**src/rtl/ahb_lite_master.sv**
```systemverilog
// Single-outstanding AHB-Lite master: one NONSEQ word transfer per command, response 3 cycles after accept.
// Zero-wait latency is 3 cycles; HREADY=0 stretches the address or data phase, and rsp_ready=0 holds the response.
module ahb_lite_master #(
    parameter int ADDR_W = 32,
    parameter int DATA_W = 32
) (
    input  logic              HCLK,
    input  logic              HRESETn,
    input  logic              cmd_valid,
    output logic              cmd_ready,
    input  logic              cmd_write,
    input  logic [ADDR_W-1:0] cmd_addr,
    input  logic [DATA_W-1:0] cmd_wdata,
    output logic              rsp_valid,
    input  logic              rsp_ready,
    output logic              rsp_write,
    output logic [DATA_W-1:0] rsp_rdata,
    output logic [ADDR_W-1:0] HADDR,
    output logic [1:0]        HTRANS,
    output logic              HWRITE,
    output logic [2:0]        HSIZE,
    output logic [DATA_W-1:0] HWDATA,
    input  logic [DATA_W-1:0] HRDATA,
    input  logic              HREADY,
    output logic              busy
);

    typedef enum logic [1:0] {
        S_IDLE = 2'd0,
        S_ADDR = 2'd1,
        S_DATA = 2'd2,
        S_RESP = 2'd3
    } state_t;

    localparam logic [1:0]        HTRANS_IDLE   = 2'b00;
    localparam logic [1:0]        HTRANS_NONSEQ = 2'b10;
    localparam logic [ADDR_W-1:0] WORD_MASK     = {{(ADDR_W-2){1'b1}}, 2'b00};

    state_t              state_q, state_d;
    logic                wr_q, wr_d;
    logic [DATA_W-1:0]   wdata_q, wdata_d;
    logic [1:0]          htrans_q, htrans_d;
    logic [ADDR_W-1:0]   haddr_q, haddr_d;
    logic                hwrite_q, hwrite_d;
    logic [DATA_W-1:0]   hwdata_q, hwdata_d;
    logic                rsp_valid_q, rsp_valid_d;
    logic                rsp_write_q, rsp_write_d;
    logic [DATA_W-1:0]   rsp_rdata_q, rsp_rdata_d;

    always_ff @(posedge HCLK or negedge HRESETn) begin
        if (!HRESETn) begin
            state_q     <= S_IDLE;
            wr_q        <= 1'b0;
            wdata_q     <= '0;
            htrans_q    <= HTRANS_IDLE;
            haddr_q     <= '0;
            hwrite_q    <= 1'b0;
            hwdata_q    <= '0;
            rsp_valid_q <= 1'b0;
            rsp_write_q <= 1'b0;
            rsp_rdata_q <= '0;
        end else begin
            state_q     <= state_d;
            wr_q        <= wr_d;
            wdata_q     <= wdata_d;
            htrans_q    <= htrans_d;
            haddr_q     <= haddr_d;
            hwrite_q    <= hwrite_d;
            hwdata_q    <= hwdata_d;
            rsp_valid_q <= rsp_valid_d;
            rsp_write_q <= rsp_write_d;
            rsp_rdata_q <= rsp_rdata_d;
        end
    end

    always_comb begin
        state_d = state_q;
        case (state_q)
            S_IDLE:  if (cmd_valid) state_d = S_ADDR;
            S_ADDR:  if (HREADY)    state_d = S_DATA;
            S_DATA:  if (HREADY)    state_d = S_RESP;
            S_RESP:  if (rsp_ready) state_d = S_IDLE;
            default: state_d = S_IDLE;
        endcase
    end

    // Every registered output holds unless its phase completes on this edge.
    always_comb begin
        wr_d        = wr_q;
        wdata_d     = wdata_q;
        htrans_d    = htrans_q;
        haddr_d     = haddr_q;
        hwrite_d    = hwrite_q;
        hwdata_d    = hwdata_q;
        rsp_valid_d = rsp_valid_q;
        rsp_write_d = rsp_write_q;
        rsp_rdata_d = rsp_rdata_q;
        case (state_q)
            S_IDLE: begin
                if (cmd_valid) begin
                    wr_d     = cmd_write;
                    wdata_d  = cmd_wdata;
                    htrans_d = HTRANS_NONSEQ;
                    haddr_d  = cmd_addr & WORD_MASK;
                    hwrite_d = cmd_write;
                end
            end
            S_ADDR: begin
                if (HREADY) begin
                    htrans_d = HTRANS_IDLE;
                    haddr_d  = '0;
                    hwrite_d = 1'b0;
                    hwdata_d = wr_q ? wdata_q : '0;
                end
            end
            S_DATA: begin
                if (HREADY) begin
                    rsp_rdata_d = wr_q ? '0 : HRDATA;
                    rsp_write_d = wr_q;
                    rsp_valid_d = 1'b1;
                    hwdata_d    = '0;
                end
            end
            S_RESP: begin
                if (rsp_ready) rsp_valid_d = 1'b0;
            end
            default: ;
        endcase
    end

    assign cmd_ready = (state_q == S_IDLE);
    assign busy      = (state_q != S_IDLE);
    assign HTRANS    = htrans_q;
    assign HADDR     = haddr_q;
    assign HWRITE    = hwrite_q;
    assign HSIZE     = 3'b010;
    assign HWDATA    = hwdata_q;
    assign rsp_valid = rsp_valid_q;
    assign rsp_write = rsp_write_q;
    assign rsp_rdata = rsp_rdata_q;

endmodule
```
**config.mk**
```make
export PLATFORM = sky130hd
export DESIGN_NAME = ahb_lite_master
export DESIGN_NICKNAME = d
export VERILOG_FILES = /design/src/rtl/ahb_lite_master.sv
export SDC_FILE = /design/constraint.sdc
export NUM_CORES = 1
export LEC_CHECK = 0
export CAP_MARGIN = 30
export CORE_MARGIN = 2
export CORE_UTILIZATION = 48
export CTS_CLUSTER_SIZE = 28
export DETAILED_ROUTE_END_ITERATION = 12
export GPL_TIMING_DRIVEN = 0
export PLACE_DENSITY = 0.95
export SYNTH_ARGS = -nofsm -noshare
export SYNTH_HDL_FRONTEND = slang
export SYNTH_SLANG_ARGS = --single-unit
```
**constraint.sdc**
```tcl
create_clock -name HCLK -period 3.2 [get_ports HCLK]
set_input_delay 0.64 -clock HCLK [delete_from_list [all_inputs] [get_ports HCLK]]
set_output_delay 0.64 -clock HCLK [all_outputs]
set_load 0.005 [all_outputs]
```
==> impl_metrics.env, run 1 <==
export IMPL_finalNetCount=854
export IMPL_crit_path_max_incr_delay_ps=540
export IMPL_wl_per_cell_um=16.60
export IMPL_synth_top_family_by_area="simple AND/OR/NAND/NOR gates"
export IMPL_synth_compound_gate_area_share_pct=9.262
export IMPL_ir_drop_uv=454.4
export IMPL_status="completed"
export IMPL_hp_class="in2async"
export IMPL_avgSynthCellArea_um2=10.65
export IMPL_yosys_top_cells_area="dfrtp_1 (60%), o21ai_0 (7.7%), mux2_2 (7.0%)"
export IMPL_cts_buffer_depth=2
export IMPL_crit_cells=5
export IMPL_crit_chain="inv_1 -> ha_1 -> buf_4 -> inv_1 -> clkdlybuf4s50_1"
export IMPL_critPathLaunchType="flop"
export IMPL_viasPerCell=5.146
export IMPL_drv_slew=0
export IMPL_io_pins=208
export IMPL_ant_nets=0
export IMPL_max_slew_margin_pct=56.25
export IMPL_synth_simple_area_share_pct=15.62
export IMPL_synth_common_cells="dfrtp_1 (133), nand2_1 (98), o21ai_0 (86)"
export IMPL_critPathMostFrequentCell="inv_1"
export IMPL_path_class="reg2out"
export IMPL_cts_htree_levels=4
export IMPL_synth_most_common_cell="dfrtp_1"
export IMPL_synth_edf_count=0
export IMPL_r2r_start="state_q[1]"
export IMPL_setup_worst_path_start="state_q[0]"
export IMPL_synth_cell_types=25
export IMPL_period_minus_slack_ps=2559
export IMPL_p_leak_nw=3.632
export IMPL_synth_top_area_share_pct=59.51
export IMPL_syn_inst=525
export IMPL_grt_overflow=0
export IMPL_die_w_um=111.9
export IMPL_grt_first_pass_wirelength_mm=24.36
export IMPL_area_delta_synth_final_pct=50.07
export IMPL_async_reset_ff_share_pct=100.0
export IMPL_critical_path_top_delay_family="buffers and inverters"
export IMPL_synthMuxAreaShare_pct=7.584
export IMPL_worst_slew_pin_slew_ps=656.3
export IMPL_antenna_found_initial=0
export IMPL_grt_usage_pct=24.59
export IMPL_cts_made_buffers=17
export IMPL_drive_gt1_share_pct=13.03
export IMPL_holdBufCountCts=0
export IMPL_grt_max_degree=69
export IMPL_numClockSinks=133
export IMPL_cts_post_setup_buffers_inserted=0
export IMPL_antenna_cells=0
export IMPL_dr_total_vias=4647
export IMPL_n_fill_cell=748
export IMPL_required_ps=2560
export IMPL_hold_violations=0
export IMPL_ys_seq_area_share_pct=59.51
export IMPL_endpoint_kind="primary output"
export IMPL_yosysTopAreaCell="dfrtp_1"
export IMPL_grt_pass1_vias=5000
export IMPL_num_rows=39
export IMPL_post_synth_xor_area_fraction_pct=0
export IMPL_arrival_ps=1920
export IMPL_synth_ff_type="dfrtp_1"
export IMPL_dr_pass1_iters=4
export IMPL_cts_repair_resized=0
export IMPL_reg2regPathDepth=5
export IMPL_dieArea_um2=12530
export IMPL_dp_slack_ps=1030
export IMPL_p_total_mw=7.847
export IMPL_core_region_area_um2=11420
export IMPL_synth_cell_area_um2=5593
export IMPL_start_util_pct=48.98
export IMPL_critPathBufInv=4
export IMPL_fmax_mhz=390.8
export IMPL_slowest_stage="clkdlybuf4s50_1"
export IMPL_layout_setup_ws_ps=641.3
export IMPL_synthAdderAreaFrac_pct=1.119
export IMPL_path_max_fanout=9
export IMPL_setup_viol=0
export IMPL_finalClockSkew_ps=7.600
export IMPL_wirelength_mm=14.99
export IMPL_clockRootBuffer="clkbuf_16"
export IMPL_ys_seq_elements=133
export IMPL_port_buffers=198
export IMPL_maxCapViolations=0
export IMPL_die_h_um=111.9
export IMPL_gp_congestion=0.7989
export IMPL_drc=0
export IMPL_clk_latency_ps=410
export IMPL_rsz0062_at_grt="false"
export IMPL_clk_pin_slew_ps=60
export IMPL_post_route_period_util_pct=79.96
export IMPL_drt_iter0_markers=268
export IMPL_dp_hpwl_mm=10.89
export IMPL_cts_tree="built"
export IMPL_ys_warn_count=0
export IMPL_pwr_density_cell_nw_per_um2=934.9
-- sequential cells by signal (all words and copies together) (netlist names) --
register,count
HTRANS,1
rsp_valid,1
HADDR,30
rsp_write,1
wdata_q,32
rsp_rdata,32
wr_q,1
HWRITE,1
state_q,2
HWDATA,32
-- routing by layer --
metal | GRT usage (%) | part of all wire, % | wire, um
met1 | 27.91 | 39 | 5908
met2 | 43.39 | 51 | 7658
met3 | 7.512 | 6.5 | 972
met4 | 9.919 | 3.0 | 455
met5 | 0 | 0 | 0
-- final timing paths --
check,to,slack (ps)
worst min register to register,rsp_rdata[18],480
worst max-delay path,busy,640
max in group asynchronous,HADDR[15],2240
worst min-delay path,wdata_q[21],220
min in group HCLK,rsp_rdata[18],480
worst max register to register,HWDATA[14],1290
-- metrics by stage --
| step | util, % | cells | cell area (um^2) | setup TNS [ps] | hold slack [ps] |
|---|---|---|---|---|---|
| global placement | 68.04 | 870 | 7769 | -447280 | 463.4 |
| CTS | 73.50 | 903 | 8393 | 0 | 250.2 |
| finish | 73.50 | 903 | 8393 | 0 | 220.4 |
| detailed placement | 68.29 | 871 | 7797 | 0 | 469.0 |
| floorplan | - | 529 | 5608 | 0 | 344.4 |
| global route | 73.50 | 903 | 8393 | 0 | 264.3 |
-- power breakdown --
group,internal (mW),leakage (nW),total [mW],switching (mW)
registers,2.40,1.70,2.81,0.412
clock network,1.21,0.289,1.91,0.704
logic,1.73,1.64,3.12,1.39
total,5.34,3.63,7.85,2.50
-- worst reg2reg max path: stages, from the launching register on --
cell and delay (ps):
dfrtp_1 400, inv_1 100, ha_1 290, o21ai_2 420, clkbuf_1 360, o21ai_0 190
-- cell usage in the layout, fill, tap and decap left out, drive strengths merged --
cell type and n:
clkdlybuf4s50 197, dfrtp 133, nand2 99, o21ai 96
inv 38, mux2 35, clkbuf 35, nand2b 33
nand4b 31, buf 31, conb 6, clkinv 6
ha 5, mux2i 3, nor2b 2, clkinvlp 2
bufinv 2, a21oi 1, nor2 1, o221ai 1
a22o 1, nor3 1, a22oi 1
-- cell families after synthesis --
logic type,after synthesis
simple gates,167
flops,133
compound gates,100
buf+inv,80
mux,38
fa+ha+maj,5
other cells,2
-- cell type report --
type                    instances  area, um^2  share of cell area, %
flip-flops and latches        133        3328                  39.65
repair buffers                199        2011                  23.96
multi-input cells             316        1901                  22.64
clock buffers                  21       470.5                  5.605
plain buffers                  43       240.2                  2.862
well taps                     143       178.9                  2.132
inverters                      37       138.9                  1.655
clock inverters                11       125.1                  1.491
Power figures use the tool's default switching activity.
==> run 2: changes to the inputs <==
--- a/config.mk
+++ b/config.mk
@@ -7,11 +7,11 @@
 export LEC_CHECK = 0
 export CAP_MARGIN = 30
 export CORE_MARGIN = 2
-export CORE_UTILIZATION = 48
+export CORE_UTILIZATION = 44
 export CTS_CLUSTER_SIZE = 28
 export DETAILED_ROUTE_END_ITERATION = 12
 export GPL_TIMING_DRIVEN = 0
-export PLACE_DENSITY = 0.95
+export PLACE_DENSITY = 0.9
 export SYNTH_ARGS = -nofsm -noshare
 export SYNTH_HDL_FRONTEND = slang
 export SYNTH_SLANG_ARGS = --single-unit
==> constraint.sdc (replaced) <==
create_clock -name HCLK -period 2.53 [get_ports HCLK]
set_input_delay 0.506 -clock HCLK [delete_from_list [all_inputs] [get_ports HCLK]]
set_output_delay 0.506 -clock HCLK [all_outputs]
set_load 0.005 [all_outputs]
==> run 2 against run 1 <==
Compared with the run above: wire length down 3.2%; critical path type unchanged; first-iteration DRC count up 14%; critical path depth unchanged; combinational power up 25%; via count down 1.2%; worst setup slack worse by 510 ps; clock skew about the same.
==> impl_metrics.env, run 2 (synthesis gave the netlist of run 1 again) <==
export IMPL_critPathLaunchType="flop"
export IMPL_start_util_pct=44.68
export IMPL_placed_cell_area_um2=7834
export IMPL_wirelength_mm=14.51
export IMPL_period_minus_slack_ps=2396
export IMPL_stdcell_area_um2=8457
export IMPL_grt_pass1_vias=4442
export IMPL_dr_pass1_iters=4
export IMPL_hold_violations=0
export IMPL_grt_usage_pct=21.43
export IMPL_grt_max_degree=80
export IMPL_p_total_mw=10.04
export IMPL_critPathBufInv=4
export IMPL_hp_class="in2async"
export IMPL_critical_path_top_delay_family="buffers and inverters"
export IMPL_maxCapViolations=0
export IMPL_pwr_density_cell_nw_per_um2=1187
export IMPL_setup_worst_path_start="state_q[0]"
export IMPL_ir_drop_uv=649.6
export IMPL_cts_buffer_depth=2
export IMPL_dp_hpwl_mm=10.14
export IMPL_clockRootBuffer="clkbuf_16"
export IMPL_die_h_um=116.7
export IMPL_layout_setup_ws_ps=134.1
export IMPL_die_w_um=116.7
export IMPL_io_pins=208
export IMPL_path_class="reg2out"
export IMPL_cts_htree_levels=4
export IMPL_p_leak_nw=3.643
export IMPL_viasPerCell=4.924
export IMPL_finalNetCount=854
export IMPL_drive_gt1_share_pct=12.89
export IMPL_clk_pin_slew_ps=60
export IMPL_layout_common_cells="clkdlybuf4s50_1 (197), dfrtp_1 (133), nand2_1 (98), o21ai_0 (86), inv_1 (37)"
export IMPL_drv_slew=0
export IMPL_num_rows=41
export IMPL_required_ps=2020
export IMPL_layout_commonest_cell="clkdlybuf4s50_1"
export IMPL_drc=0
export IMPL_ant_nets=0
export IMPL_finalClockSkew_ps=7.371
export IMPL_reg2regPathDepth=5
export IMPL_gp_congestion=0.7358
export IMPL_cts_made_buffers=17
export IMPL_core_region_area_um2=12520
export IMPL_crit_path_max_incr_delay_ps=520
export IMPL_numClockSinks=133
export IMPL_finalHoldWorstSlack_ps=52.83
export IMPL_port_buffers=198
export IMPL_worst_slew_pin_slew_ps=513.5
export IMPL_critPathMostFrequentCell="inv_1"
export IMPL_cts_tree="built"
export IMPL_setup_viol=0
export IMPL_dr_total_vias=4589
export IMPL_setup_tns_ps=0
export IMPL_endpoint_kind="primary output"
export IMPL_max_slew_margin_pct=65.77
export IMPL_crit_chain="inv_1 -> ha_1 -> buf_4 -> inv_1 -> clkdlybuf4s50_1"
export IMPL_holdBufCountCts=0
export IMPL_post_route_period_util_pct=94.70
export IMPL_r2r_start="state_q[1]"
export IMPL_area_delta_synth_final_pct=51.21
export IMPL_drt_iter0_markers=306
export IMPL_path_max_fanout=9
export IMPL_antenna_found_initial=0
export IMPL_slowest_stage="clkdlybuf4s50_1"
export IMPL_cts_post_setup_buffers_inserted=0
export IMPL_rsz0062_at_grt="false"
export IMPL_arrival_ps=1890
export IMPL_fmax_mhz=417.4
export IMPL_grt_overflow=0
export IMPL_wl_per_cell_um=15.57
export IMPL_status="completed"
export IMPL_antenna_cells=0
export IMPL_crit_cells=5
export IMPL_dp_slack_ps=483.3
export IMPL_clk_latency_ps=410
export IMPL_dieArea_um2=13630
export IMPL_grt_first_pass_wirelength_mm=22.47
export IMPL_cts_repair_resized=0
run 2: per-stage QoR:
stage	utilization [%]	std cells
2_1_floorplan	-	529
3_3_place_gp	62.36	899
6_report	67.56	932
5_1_grt	67.56	932
4_1_cts	67.56	932
3_5_place_dp	62.59	900
run 2: routing by layer:
metal	routed length, um	vias to the layer above	GRT usage, %
met2	7214	162	35.34
met4	187	0	6.745
met5	0	-	0
met1	6123	2247	27.19
li1	-	2162	-
met3	984	18	6.591
run 2: power breakdown:
group	switching, mW	leakage (nW)	total (mW)	internal (mW)
sequential	0.507	1.70	3.54	3.04
combinational	1.72	1.64	3.90	2.19
clock	0.919	0.301	2.60	1.68
total	3.14	3.64	10.0	6.90
run 2: final timing paths:
check | slack (ps) | to
max reg2reg | 650 | HWDATA[10]
min reg2reg | 470 | HWDATA[31]
max | 130 | busy
max in group asynchronous | 1700 | rsp_valid
min | 50 | HWDATA[9]
min in group HCLK | 470 | HWDATA[31]
run 2: cell type report:
type	count	area, um^2
multi-input combinational	316	1901
buffer	43	240.2
inverter	37	138.9
clock buffer	20	446.7
timing repair buffer	199	2011
fill	941	4060
sequential	133	3328
clock inverter	12	176.4
tap	172	215.2
